===== src/rtl/aon_apb_pkg.sv =====
// Shared types and register map for the AON APB arbiter slice.
package aon_apb_pkg;

    typedef enum logic [1:0] {
        IDLE,
        SETUP,
        ACCESS
    } apb_state_e;

    localparam logic [31:0] REG0 = 32'h0000_0000;
    localparam logic [31:0] REG1 = 32'h0000_0004;

endpackage


===== src/rtl/aon_rr_arbiter.sv =====
// Round-robin grant generator: one-hot grant among req_i; pointer moves past the winner on advance.
module aon_rr_arbiter #(
    parameter int N = 2
) (
    input  logic         clk_i,
    input  logic         rst_ni,
    input  logic [N-1:0] req_i,
    input  logic         advance_i,
    output logic [N-1:0] grant_o
);

    localparam int PW = (N > 1) ? $clog2(N) : 1;

    logic [PW-1:0] ptr_q, ptr_d;
    logic [PW-1:0] winIdx;
    logic [PW:0]   idx;
    logic          found;

    // ptr_q names the requester with highest priority this cycle
    always_comb begin
        grant_o = '0;
        winIdx  = ptr_q;
        found   = 1'b0;
        idx     = '0;
        for (int k = 0; k < N; k++) begin
            idx = {1'b0, ptr_q} + (PW+1)'(k);
            if (idx >= (PW+1)'(N)) begin
                idx = idx - (PW+1)'(N);
            end
            if (!found && req_i[idx[PW-1:0]]) begin
                found  = 1'b1;
                winIdx = idx[PW-1:0];
            end
        end
        if (found) begin
            grant_o[winIdx] = 1'b1;
        end
    end

    always_comb begin
        ptr_d = ptr_q;
        if (advance_i && found) begin
            ptr_d = (winIdx == PW'(N - 1)) ? '0 : winIdx + PW'(1);
        end
    end

    always_ff @(posedge clk_i or negedge rst_ni) begin
        if (!rst_ni) begin
            ptr_q <= '0;
        end else begin
            ptr_q <= ptr_d;
        end
    end

endmodule


===== src/rtl/aon_apb_arbiter.sv =====
// Shares the AON APB register-file slave among NUM_REQ requesters, one SETUP/ACCESS
// transfer per round-robin grant, with a registered per-owner response and ACCESS timeout.
module aon_apb_arbiter
    import aon_apb_pkg::*;
#(
    parameter int DATA_WIDTH     = 32,
    parameter int ADDR_WIDTH     = 32,
    parameter int NUM_REQ        = 2,
    parameter int TIMEOUT_CYCLES = 16
) (
    input  logic                            PCLK,
    input  logic                            PRESETn,
    input  logic [NUM_REQ-1:0]              rq_valid,
    input  logic [NUM_REQ-1:0]              rq_write,
    input  logic [NUM_REQ*ADDR_WIDTH-1:0]   rq_addr,
    input  logic [NUM_REQ*DATA_WIDTH-1:0]   rq_wdata,
    output logic [NUM_REQ-1:0]              rq_ready,
    output logic [NUM_REQ-1:0]              rsp_valid,
    output logic [DATA_WIDTH-1:0]           rsp_rdata,
    output logic                            rsp_err,
    output logic                            PSEL,
    output logic                            PENABLE,
    output logic                            PWRITE,
    output logic [ADDR_WIDTH-1:0]           PADDR,
    output logic [DATA_WIDTH-1:0]           PWDATA,
    input  logic [DATA_WIDTH-1:0]           PRDATA,
    input  logic                            PREADY,
    input  logic                            PSLVERR
);

    localparam int TW = (TIMEOUT_CYCLES > 0) ? $clog2(TIMEOUT_CYCLES + 1) : 1;

    apb_state_e              state_q, state_d;
    logic                    write_q, write_d;
    logic [ADDR_WIDTH-1:0]   addr_q, addr_d;
    logic [DATA_WIDTH-1:0]   wdata_q, wdata_d;
    logic [NUM_REQ-1:0]      owner_q, owner_d;
    logic [TW-1:0]           cnt_q, cnt_d;
    logic [NUM_REQ-1:0]      rspValid_q, rspValid_d;
    logic [DATA_WIDTH-1:0]   rspRdata_q, rspRdata_d;
    logic                    rspErr_q, rspErr_d;

    logic [NUM_REQ-1:0]      grant;
    logic                    arbAdvance;
    logic                    timeoutHit;
    logic                    selWrite;
    logic [ADDR_WIDTH-1:0]   selAddr;
    logic [DATA_WIDTH-1:0]   selWdata;

    assign arbAdvance = PRESETn && (state_q == IDLE);

    aon_rr_arbiter #(
        .N (NUM_REQ)
    ) u_rr (
        .clk_i     (PCLK),
        .rst_ni    (PRESETn),
        .req_i     (rq_valid),
        .advance_i (arbAdvance),
        .grant_o   (grant)
    );

    always_comb begin
        selWrite = 1'b0;
        selAddr  = '0;
        selWdata = '0;
        for (int i = 0; i < NUM_REQ; i++) begin
            if (grant[i]) begin
                selWrite = rq_write[i];
                selAddr  = rq_addr[i*ADDR_WIDTH +: ADDR_WIDTH];
                selWdata = rq_wdata[i*DATA_WIDTH +: DATA_WIDTH];
            end
        end
    end

    // cnt_q counts earlier stalled ACCESS cycles, so the current one is the TIMEOUT_CYCLES-th at TIMEOUT_CYCLES-1
    always_comb begin
        state_d    = state_q;
        write_d    = write_q;
        addr_d     = addr_q;
        wdata_d    = wdata_q;
        owner_d    = owner_q;
        cnt_d      = cnt_q;
        rspValid_d = '0;
        rspRdata_d = '0;
        rspErr_d   = 1'b0;
        timeoutHit = (TIMEOUT_CYCLES != 0) && !PREADY && (cnt_q == TW'(TIMEOUT_CYCLES - 1));
        unique case (state_q)
            IDLE: begin
                if (|grant) begin
                    state_d = SETUP;
                    write_d = selWrite;
                    addr_d  = selAddr;
                    wdata_d = selWdata;
                    owner_d = grant;
                end
            end
            SETUP: begin
                state_d = ACCESS;
                cnt_d   = '0;
            end
            ACCESS: begin
                if (PREADY || timeoutHit) begin
                    state_d    = IDLE;
                    rspValid_d = owner_q;
                    rspRdata_d = (PREADY && !write_q) ? PRDATA : '0;
                    rspErr_d   = PREADY ? PSLVERR : 1'b1;
                end else begin
                    cnt_d = cnt_q + TW'(1);
                end
            end
            default: begin
                state_d = IDLE;
            end
        endcase
    end

    always_ff @(posedge PCLK or negedge PRESETn) begin
        if (!PRESETn) begin
            state_q    <= IDLE;
            write_q    <= 1'b0;
            addr_q     <= '0;
            wdata_q    <= '0;
            owner_q    <= '0;
            cnt_q      <= '0;
            rspValid_q <= '0;
            rspRdata_q <= '0;
            rspErr_q   <= 1'b0;
        end else begin
            state_q    <= state_d;
            write_q    <= write_d;
            addr_q     <= addr_d;
            wdata_q    <= wdata_d;
            owner_q    <= owner_d;
            cnt_q      <= cnt_d;
            rspValid_q <= rspValid_d;
            rspRdata_q <= rspRdata_d;
            rspErr_q   <= rspErr_d;
        end
    end

    // rq_ready is gated by PRESETn so every output reads 0 while reset is held
    assign rq_ready  = (PRESETn && (state_q == IDLE)) ? grant : '0;
    assign PSEL      = (state_q != IDLE);
    assign PENABLE   = (state_q == ACCESS);
    assign PWRITE    = PSEL & write_q;
    assign PADDR     = PSEL ? addr_q : '0;
    assign PWDATA    = PSEL ? wdata_q : '0;
    assign rsp_valid = rspValid_q;
    assign rsp_rdata = rspRdata_q;
    assign rsp_err   = rspErr_q;

endmodule


===== config.mk =====
export PLATFORM = sky130hd
export DESIGN_NAME = aon_apb_arbiter
export DESIGN_NICKNAME = d
export VERILOG_FILES = /design/src/rtl/aon_apb_pkg.sv /design/src/rtl/aon_rr_arbiter.sv /design/src/rtl/aon_apb_arbiter.sv
export SDC_FILE = /design/constraint.sdc
export NUM_CORES = 1
export LEC_CHECK = 0
export ABC_AREA = 1
export CORE_ASPECT_RATIO = 1.2
export CORE_MARGIN = 1
export CORE_UTILIZATION = 42
export CTS_BUF_LIST = sky130_fd_sc_hd__clkbuf_8
export DETAILED_ROUTE_END_ITERATION = 7
export PLACE_DENSITY = 0.82
export SETUP_SLACK_MARGIN = 0.15
export SYNTH_ARGS = -nofsm -noshare
export SYNTH_HDL_FRONTEND = slang
export SYNTH_SLANG_ARGS = --single-unit

===== constraint.sdc =====
create_clock -name PCLK -period 2.55 [get_ports PCLK]
set_input_delay 0.51 -clock PCLK [delete_from_list [all_inputs] [get_ports PCLK]]
set_output_delay 0.51 -clock PCLK [all_outputs]
set_load 0.01 [all_outputs]

# Word-level counts from Yosys, hierarchy flattened
# Index checks and enable logic that the tools add are counted.
# W data, S select, Z words.
dict set report classes {
  addsub 5
  order_cmp 6
  n_eq_ne 6
  mux 36
  bitwise_logic 1
  n_reduce_logical 17
}
# op n
set ops {}
lappend ops {{$mux W32} 9}
lappend ops {{$mux W1} 17}
lappend ops {{$mux W2} 6}
lappend ops {{$pmux W5 S2} 1}
lappend ops {{$logic_and A1 B1 Y1} 6}
lappend ops {{$lt A1 B2 Y1 const B} 3}
lappend ops {{$pmux W2 S3} 1}
lappend ops {{$reduce_and A2 Y1} 3}
lappend ops {{$add A5 B1 Y5 const B} 1}
lappend ops {{$eq A5 B4 Y1 const B} 1}
lappend ops {{$mux W5} 1}
lappend ops {{$ne A2 B1 Y1 const B} 2}
lappend ops {{$reduce_bool A2 Y1} 2}
lappend ops {{$logic_not A1 Y1} 3}
lappend ops {{$add A1 B1 Y2 const B} 1}
lappend ops {{$eq A2 B1 Y1 const B} 1}
lappend ops {{$eq A2 B2 Y1 const B} 1}
lappend ops {{$ge A1 B2 Y1 const B} 1}
lappend ops {{$ge A2 B2 Y1 const B} 1}
lappend ops {{$logic_not A2 Y1} 1}
lappend ops {{$ne A2 B2 Y1 const B} 1}
lappend ops {{$reduce_or A2 Y1} 1}
lappend ops {{$sub A1 B1 Y1 const B} 2}
lappend ops {{$add A1 B1 Y1 const B} 1}
lappend ops {{other kinds (4)} 4}
dict set report totals {
  register_bits 110
  output_inout_bits 104
  elab_cells 81
}

# Longest topological paths before layout
# Gate-level depths: netlist of run 1.
dict set report logic_depth {
  depth_word 16
  mapped_depth 9
}

# By module
# Synthesis of run 1 repeated with hierarchy kept, for this count alone.
dict set report unflattened {
  hier_cells 707
  area_unflattened_um2 5267.6
}
# mod n_inst cells_per_inst area_per_inst_um2 seq_area_each_um2
set by_module_without_submodules {}
lappend by_module_without_submodules {aon_apb_arbiter 1 699 5207.5 2727.6}
lappend by_module_without_submodules {aon_rr_arbiter 1 8 60.1 25.0}

# Worst setup path after synthesis of run 1
# Ideal clock, no wire load.
dict set report synth_path {
  kind {input port to output port}
  startpoint {input rq_valid[1]}
  endpoint {output rq_ready[0]}
  arrival_ns 1.137
  required_ns 2.040
  setup_slack_ns 0.903
  cell_stages 4
  n_path_buf 1
  cell_sequence {nand2_1 clkbuf_1 nand2_1 nor2_1}
}
dict set report synth_via {
  elab_chain_len 12
  word_cells_on_any_way 17
  cone_classes {order compare: 2; mux: 12; reduce/logical: 3}
}
# item line_no
set synth_rtl {}
lappend synth_rtl {{start: declaration} aon_apb_arbiter.sv:13} ;# input logic [NUM_REQ-1:0] rq_valid,
lappend synth_rtl {{$mux W1 (implied by the code) (2 in series)} aon_rr_arbiter.sv:30} ;# if (!found && req_i[idx[PW-1:0]]) begin
lappend synth_rtl {{$mux W1} aon_rr_arbiter.sv:30}
lappend synth_rtl {{$logic_not A1 Y1} aon_rr_arbiter.sv:30}
lappend synth_rtl {{$logic_and A1 B1 Y1} aon_rr_arbiter.sv:30}
lappend synth_rtl {{$mux W1} aon_rr_arbiter.sv:30}
lappend synth_rtl {{$lt A1 B2 Y1 (implied by the code) or $ge A1 B1 Y1 (tied branches)} aon_rr_arbiter.sv:36} ;# grant_o[winIdx] = 1'b1;
lappend synth_rtl {{$logic_and A1 B1 Y1 (implied by the code)} aon_rr_arbiter.sv:36}
lappend synth_rtl {{$mux W1 (implied by the code)} aon_rr_arbiter.sv:36}
lappend synth_rtl {{$demux W1 S1} -}
lappend synth_rtl {{$mux W2 (*)} aon_rr_arbiter.sv:35} ;# if (found) begin
lappend synth_rtl {{$mux W2 (*)} aon_apb_arbiter.sv:142} ;# assign rq_ready = (PRESETn && (state_q == IDLE)) ? grant : '0;
lappend synth_rtl {{end: declaration} aon_apb_arbiter.sv:17} ;# output logic [NUM_REQ-1:0] rq_ready,
# Mark *: on every way between the ends. The rest lies on a longest branch, timed or not. The select of a mux whose other input is x is not followed.

# Worst setup path after layout of run 1
dict set report layout_path {
  startpoint {register state_q[0]}
  endpoint {output PADDR[7]}
}
dict set report layout_via {
  elab_chain_len 2
}
# item line_no
set layout_rtl {}
lappend layout_rtl {{start: declaration} aon_apb_arbiter.sv:33} ;# apb_state_e state_q, state_d;
lappend layout_rtl {{start signal: assignment} aon_apb_arbiter.sv:129} ;# state_q <= state_d;
lappend layout_rtl {{$reduce_bool A2 Y1} aon_apb_arbiter.sv:143} ;# assign PSEL = (state_q != IDLE);
lappend layout_rtl {{$mux W32} aon_apb_arbiter.sv:146} ;# assign PADDR = PSEL ? addr_q : '0;
lappend layout_rtl {{end: declaration} aon_apb_arbiter.sv:24} ;# output logic [ADDR_WIDTH-1:0] PADDR,
# Every way passes these cells.

==> flow_summary_export.csv, run 1 <==
group,metric,value,unit
outcome,status,"completed",
cts,cts_buffers,9,
cts,clk_latency,0.38,ns
cts,cts_tree,"done",
pwr,intPower,4.508,mW
layout,syn_to_final_growth,52.86,%
layout,multiInputGateArea,2370,sq um
timing,tightest_slew,0.9422,ns
synthesis,syn_nets,983,
place,gp_congestion,0.8195,
floorplanning,initial_core_util,0.4296,
worst_setup_path,endpoint_kind,"output pin",
layout,fillCellCount,1129,
worst_setup_path,timing.rr.start,"u_rr.ptr_q",
synthesis,ys_top_cells_by_count,"nand2_1 (315), nand3_1 (138), dfrtp_1 (110), nor2_1 (106), inv_1 (75)",
cts,htree_levels,3,
synthesis,netlist_top_cells_area,"dfrtp_1 (49%), nand2_1 (21%), nand3_1 (12%)",
synthesis,async_flop_share,1.000,
cts,cts-hold-fix-buffers,0,
synthesis,yosysTopAreaCell,"dfrtp_1",
synthesis,synth_xor_area_frac,0.001547,
worst_setup_path,r2r_cells,7,
synthesis,ys_seq_elements,110,
synthesis,synth_edf_count,0,
routing,dr.pass1.iters,6,
layout,final_nets,1224,
floorplanning,fp.dieW,108.0,um
floorplanning,die_area,13950,sq um
pwr,seqPwrFrac,0.343,
cts,cts-root-buf,"clkbuf_8",
worst_setup_path,required,2.04,ns
grt,grt_use_total,0.2526,
pwr,comb_power_share,0.514,
synthesis,yosysMostFrequentCell,"nand2_1",
synthesis,yosysWarnings,0,
place,port_buffers,271,
timing,max_freq,428.8,MHz
pwr,clockPowerShare,0.144,
timing,setup_viol,0,
timing,hold_slack,0.2036,ns
timing,fin_skew,0.01485,ns
worst_setup_path,cp.arrival,1.82,ns
grt,antenna_found_initial,0,
floorplanning,rows,46,
worst_setup_path,worstPathMaxFanout,33,
timing,slew_violations,0,
timing,final-hold-violation-count,0,
timing,timing.final.crit_share,0.9144,
routing,routed_wl,17520,um
floorplanning,die_y,129.2,um
pwr,irDropWorstVdd,0.4537,mV
worst_setup_path,startpoint_type,"flop",
floorplanning,io_pins,272,
cts,path_clk_slew,0.11,ns
synthesis,yosysTopAreaCellShare,0.4862,
synthesis,synth_area,5662,sq um
synthesis,syn_inst,813,
worst_setup_path,worst_path_max_delay_cell,"clkdlybuf4s50_1",
routing,drc,0,
synthesis,synth_top_family_by_area,"simple AND/OR/NAND/NOR gates",
worst_setup_path,setup.worst_path.start,"state_q[0]",
routing,postRouteAntennaNets,0,
synthesis,synth-compound-area-share,0.005304,
synthesis,synthFlopType,"dfrtp_1",
synthesis,avgSynthCellArea,6.964,sq um
place,dp_hpwl,12070,um
routing,avgViaCountPerCell,4.841,
worst_setup_path,crit_type,"flop to output pin",
timing,period_needed,2.332,ns
routing,vias,5940,
flow_run,cap_violations,0,
worst_setup_path,slowest_delay,0.52,ns
layout,drive_gt1_frac,0.03683,
grt,grt_first_pass_wirelength,27520,um
grt,grt_max_degree,76,
pwr,p_per_area,878.8,nW/um^2
layout,final_core_util,0.6566,
pwr,power,7.606,mW
timing,setup_tns,0,ns
layout,num_antenna_cells,0,
grt,grt_pass1_vias,5646,
synthesis,yosys-mux-area-fraction,0,
synthesis,ys_seq_area_frac,0.4862,
layout,seqCellArea,2753,sq um
worst_hold_path,hp-class,"input pin to async pin",
worst_setup_path,cp_cell_sequence,"nor2_4 > buf_8 > nor2_1 > clkdlybuf4s50_1",
pwr,swShare,0.4073,
layout,instances_no_fill,1227,
grt,gr-total-overflow,0,
pwr,leakagePower,4.291,nW
synthesis,synth-adder-area-share,0.004420,
routing,wl_per_cell,14.28,um
synthesis,synth-simple-area-share,0.4055,
cts,cts_num_sinks,110,
floorplanning,core-area,13180,sq um
synthesis,yosysUniqueCellTypes,16,
routing,drt_iter0_drc,353,
timing,rsz0062_at_grt,"true",
cts,clockBufferDepth,2,
pwr,p_switching,3.097,mW
place,dpl.cell_count,1211,
timing,max-slew-margin-rel,0.3718,
[what timing repair did]
action,CTS,global route
resized for setup,2,2
buffers inserted,0,0
endpoints found under the setup margin,31,58
[kinds of logic (layout without fill, tap and decap cells)]
| group | count (synthesis) | after routing |
|---|---|---|
| simple gates | 563 | 563 |
| buf+inv | 131 | 377 |
| flops | 110 | 110 |
| compound gates | 6 | 6 |
| fa+ha+maj | 2 | 2 |
| xor+xnor | 1 | 1 |
[stage by stage]
stage	area, sq um	worst slack, ns
final	8655	0.2182
after global routing	8655	0.1239
after CTS	8647	0.1742
after detailed placement	8436	0.5245
after global placement	8436	0.5386
after floorplan	5662	0.9035
[path summary, 6_finish.rpt]
check | endpoint | slack (ns)
setup reg to reg | wdata_q[17] | 0.90
hold / removal | wdata_q[28] | 0.20
min in group PCLK | owner_q[0] | 0.48
hold reg to reg | wdata_q[24] | 0.49
setup / recovery | PADDR[7] | 0.22
max in group asynchronous | rsp_rdata[18] | 1.55
[sequential cells by signal, summed over array words and instances (netlist names), 2 cells and up]
register and flops:
rsp_valid 2, rsp_rdata 32, state_q 2, owner_q 2
cnt_q 5, addr_q 32, wdata_q 32
[final cells by class]
cell class	instances	area share
clock buffers	9	0.01431
clock inverters	7	0.009253
inverters	76	0.03296
multi-input cells	572	0.2738
flip-flops and latches	110	0.3181
well taps	168	0.02429
repair buffers	285	0.3273
[per-layer routing]
layer | track usage | up-vias | part of all wire
met5 | 0 | - | 0
met4 | 0.09106 | 0 | 0.024
met3 | 0.05131 | 31 | 0.069
met2 | 0.4447 | 237 | 0.49
met1 | 0.3039 | 2725 | 0.41
li1 | - | 2947 | -
[power by group through the flow]
stage	sequential (mW)	clock (mW)	combinational, mW
after CTS	2.60	1.12	3.93
after floorplan	2.58	0	2.13
after global routing	2.67	1.19	4.34
after global placement	2.60	0	3.84
final	2.61	1.09	3.91
after detailed placement	2.62	0	3.91
[placed cells by master, fill, tap and decap left out, drive strengths merged]
| cell type | instances |
|---|---|
| buf | 17 |
| bufinv | 1 |
| clkbuf | 9 |
| clkdlybuf4s50 | 268 |
| clkinv | 2 |
| clkinvlp | 1 |
| dfrtp | 110 |
| ha | 2 |
| inv | 79 |
| nand2 | 316 |
| nand3 | 138 |
| nand4 | 1 |
| nor2 | 108 |
| o21ai | 6 |
| xnor2 | 1 |
[critical path: cells and delay by family, from the launching register on]
family                 cells  cell delay, ns
buffers and inverters      2            0.77
DFF                        1            0.45
and+or+nand+nor            2            0.22
Note: power is estimated with default switching activity, not from simulation.
==> run 2: changes to the inputs <==
--- a/config.mk
+++ b/config.mk
@@ -11,6 +11,7 @@
 export CORE_UTILIZATION = 42
 export CTS_BUF_LIST = sky130_fd_sc_hd__clkbuf_8
 export DETAILED_ROUTE_END_ITERATION = 7
+export MAX_ROUTING_LAYER = met4
 export PLACE_DENSITY = 0.82
 export SETUP_SLACK_MARGIN = 0.15
 export SYNTH_ARGS = -nofsm -noshare
==> run 2 against run 1 <==
Against the previous run: sequential cell count stayed put; worst hold slack worse by 0.0017 ns; die area stayed put; global-route usage is 0.83 points higher; cell area stayed put; clock-buffer cell count stayed put; largest cell class unchanged; register-to-register slack hardly changed; clock skew hardly changed; sequential power hardly changed; first-iteration DRC count is 4.0% higher; highest routed layer unchanged; power hardly changed; critical endpoint unchanged; utilization stayed put.
==> flow_summary_export.csv, run 2 (synthesis results as in run 1) <==
group,metric,value,unit
outcome,status,"completed",
pwr,p_switching,3.104,mW
place,port_buffers,271,
worst_setup_path,cp.arrival,1.82,ns
layout,seqCellArea,2753,sq um
pwr,comb_power_share,0.514,
flow_run,cap_violations,0,
grt,grt_pass1_vias,5656,
timing,max-slew-margin-rel,0.3768,
place,gp_congestion,0.8318,
floorplanning,core-area,13180,sq um
layout,instances_no_fill,1227,
place,dpl.cell_count,1211,
timing,slew_violations,0,
timing,timing.final.crit_share,0.9138,
pwr,power,7.612,mW
pwr,irDropWorstVdd,0.4547,mV
worst_setup_path,required,2.04,ns
cts,clockBufferDepth,2,
layout,num_antenna_cells,0,
cts,path_clk_slew,0.11,ns
pwr,intPower,4.508,mW
grt,gr-total-overflow,0,
timing,rsz0062_at_grt,"true",
floorplanning,initial_core_util,0.4296,
routing,dr.pass1.iters,5,
worst_hold_path,hp-class,"input pin to async pin",
routing,drc,0,
floorplanning,rows,46,
routing,vias,5973,
routing,routed_wl,17480,um
cts,cts_buffers,9,
cts,cts_tree,"done",
floorplanning,die_y,129.2,um
timing,fin_skew,0.01450,ns
worst_setup_path,worst_path_max_delay_cell,"clkdlybuf4s50_1",
timing,max_freq,429.1,MHz
grt,grt_max_degree,76,
routing,avgViaCountPerCell,4.868,
worst_setup_path,cp_cell_sequence,"nor2_4 > buf_8 > nor2_1 > clkdlybuf4s50_1",
layout,multiInputGateArea,2370,sq um
layout,layout_commonest_cell,"nand2_1",
worst_setup_path,crit_type,"flop to output pin",
grt,grt_use_total,0.2609,
layout,final_nets,1224,
layout,fillCellCount,1129,
floorplanning,die_area,13950,sq um
cts,cts-root-buf,"clkbuf_8",
timing,setup_viol,0,
cts,htree_levels,3,
worst_setup_path,slowest_delay,0.52,ns
floorplanning,io_pins,272,
pwr,swShare,0.4078,
grt,antenna_found_initial,0,
floorplanning,fp.dieW,108.0,um
pwr,p_per_area,879.6,nW/um^2
cts,cts-hold-fix-buffers,0,
timing,final-hold-violation-count,0,
layout,drive_gt1_frac,0.03683,
routing,drt_iter0_drc,367,
pwr,seqPwrFrac,0.342,
routing,wl_per_cell,14.25,um
cts,clk_latency,0.38,ns
worst_setup_path,endpoint_kind,"output pin",
worst_setup_path,startpoint_type,"flop",
timing,setup_tns,0,ns
timing,period_needed,2.330,ns
layout,final_core_util,0.6566,
place,dp_hpwl,12070,um
timing,tightest_slew,0.9348,ns
routing,postRouteAntennaNets,0,
worst_setup_path,worstPathMaxFanout,33,
grt,grt_first_pass_wirelength,27500,um
layout,syn_to_final_growth,52.86,%
pwr,clockPowerShare,0.144,
cts,cts_num_sinks,110,
pwr,leakagePower,4.291,nW
layout,most-common-layout-cells,"nand2_1 (313), clkdlybuf4s50_1 (268), nand3_1 (138)",
[run 2: cell counts in the layout (fill, tap and decap cells not counted)]
Identical to the previous run, type by type.
[run 2: per-stage QoR]
stage | setup WS (ns) | hold slack, ns | area, sq um
2_1_floorplan | 0.9035 | 0.2144 | 5662
3_3_place_gp | 0.5386 | 0.4623 | 8436
3_5_place_dp | 0.5245 | 0.4649 | 8436
4_1_cts | 0.1742 | 0.2129 | 8647
5_1_grt | 0.1239 | 0.2335 | 8655
6_report | 0.2198 | 0.2019 | 8655
[run 2: path summary, 6_finish.rpt]
kind                       slack [ns]          end         from  cells after the start
setup reg to reg                 0.91  wdata_q[17]   u_rr.ptr_q                      7
setup / recovery                 0.22     PADDR[7]   state_q[0]                      4
min in group PCLK                0.48   u_rr.ptr_q  rq_valid[0]                      3
hold / removal                   0.20  wdata_q[22]      PRESETn                      2
hold reg to reg                  0.48  wdata_q[24]  wdata_q[24]                      2
max in group asynchronous        1.56     cnt_q[1]      PRESETn                      2
[run 2: routing by layer]
layer / vias to the layer above / GRT usage / wire (um)
met5: - / - / 0
met4: 0 / 0.09106 / 428
met1: 2730 / 0.3107 / 7127
li1: 2947 / - / -
met2: 264 / 0.4459 / 8674
met3: 32 / 0.04125 / 1249
[run 2: final cells by class]
class,count,share of cell area
Inverter,76,0.03296
Timing Repair Buffer,285,0.3273
Multi-Input combinational cell,572,0.2738
Clock buffer,9,0.01431
Clock inverter,7,0.009253
Sequential cell,110,0.3181
Tap cell,168,0.02429
[run 2: power by group through the flow]
| stage | Sequential [mW] | Combinational, mW | Clock [mW] |
|---|---|---|---|
| finish | 2.61 | 3.91 | 1.10 |
| global route | 2.67 | 4.34 | 1.19 |
| CTS | 2.60 | 3.93 | 1.12 |
| detailed placement | 2.62 | 3.91 | 0 |
| global placement | 2.60 | 3.84 | 0 |
| floorplan | 2.58 | 2.13 | 0 |
[run 2: worst max-delay path, delay by kind of cell, from the launching register on]
kind,cells,cell delay [ns]
flip-flops,1,0.45
AND/OR/NAND/NOR,2,0.22
buffers and inverters,2,0.77
[run 2: repair_timing]
action                                  CTS  global route
buffers inserted                          0             0
endpoints found under the setup margin   31            58
gates cloned                              0             0
gates resized for setup                   2             2
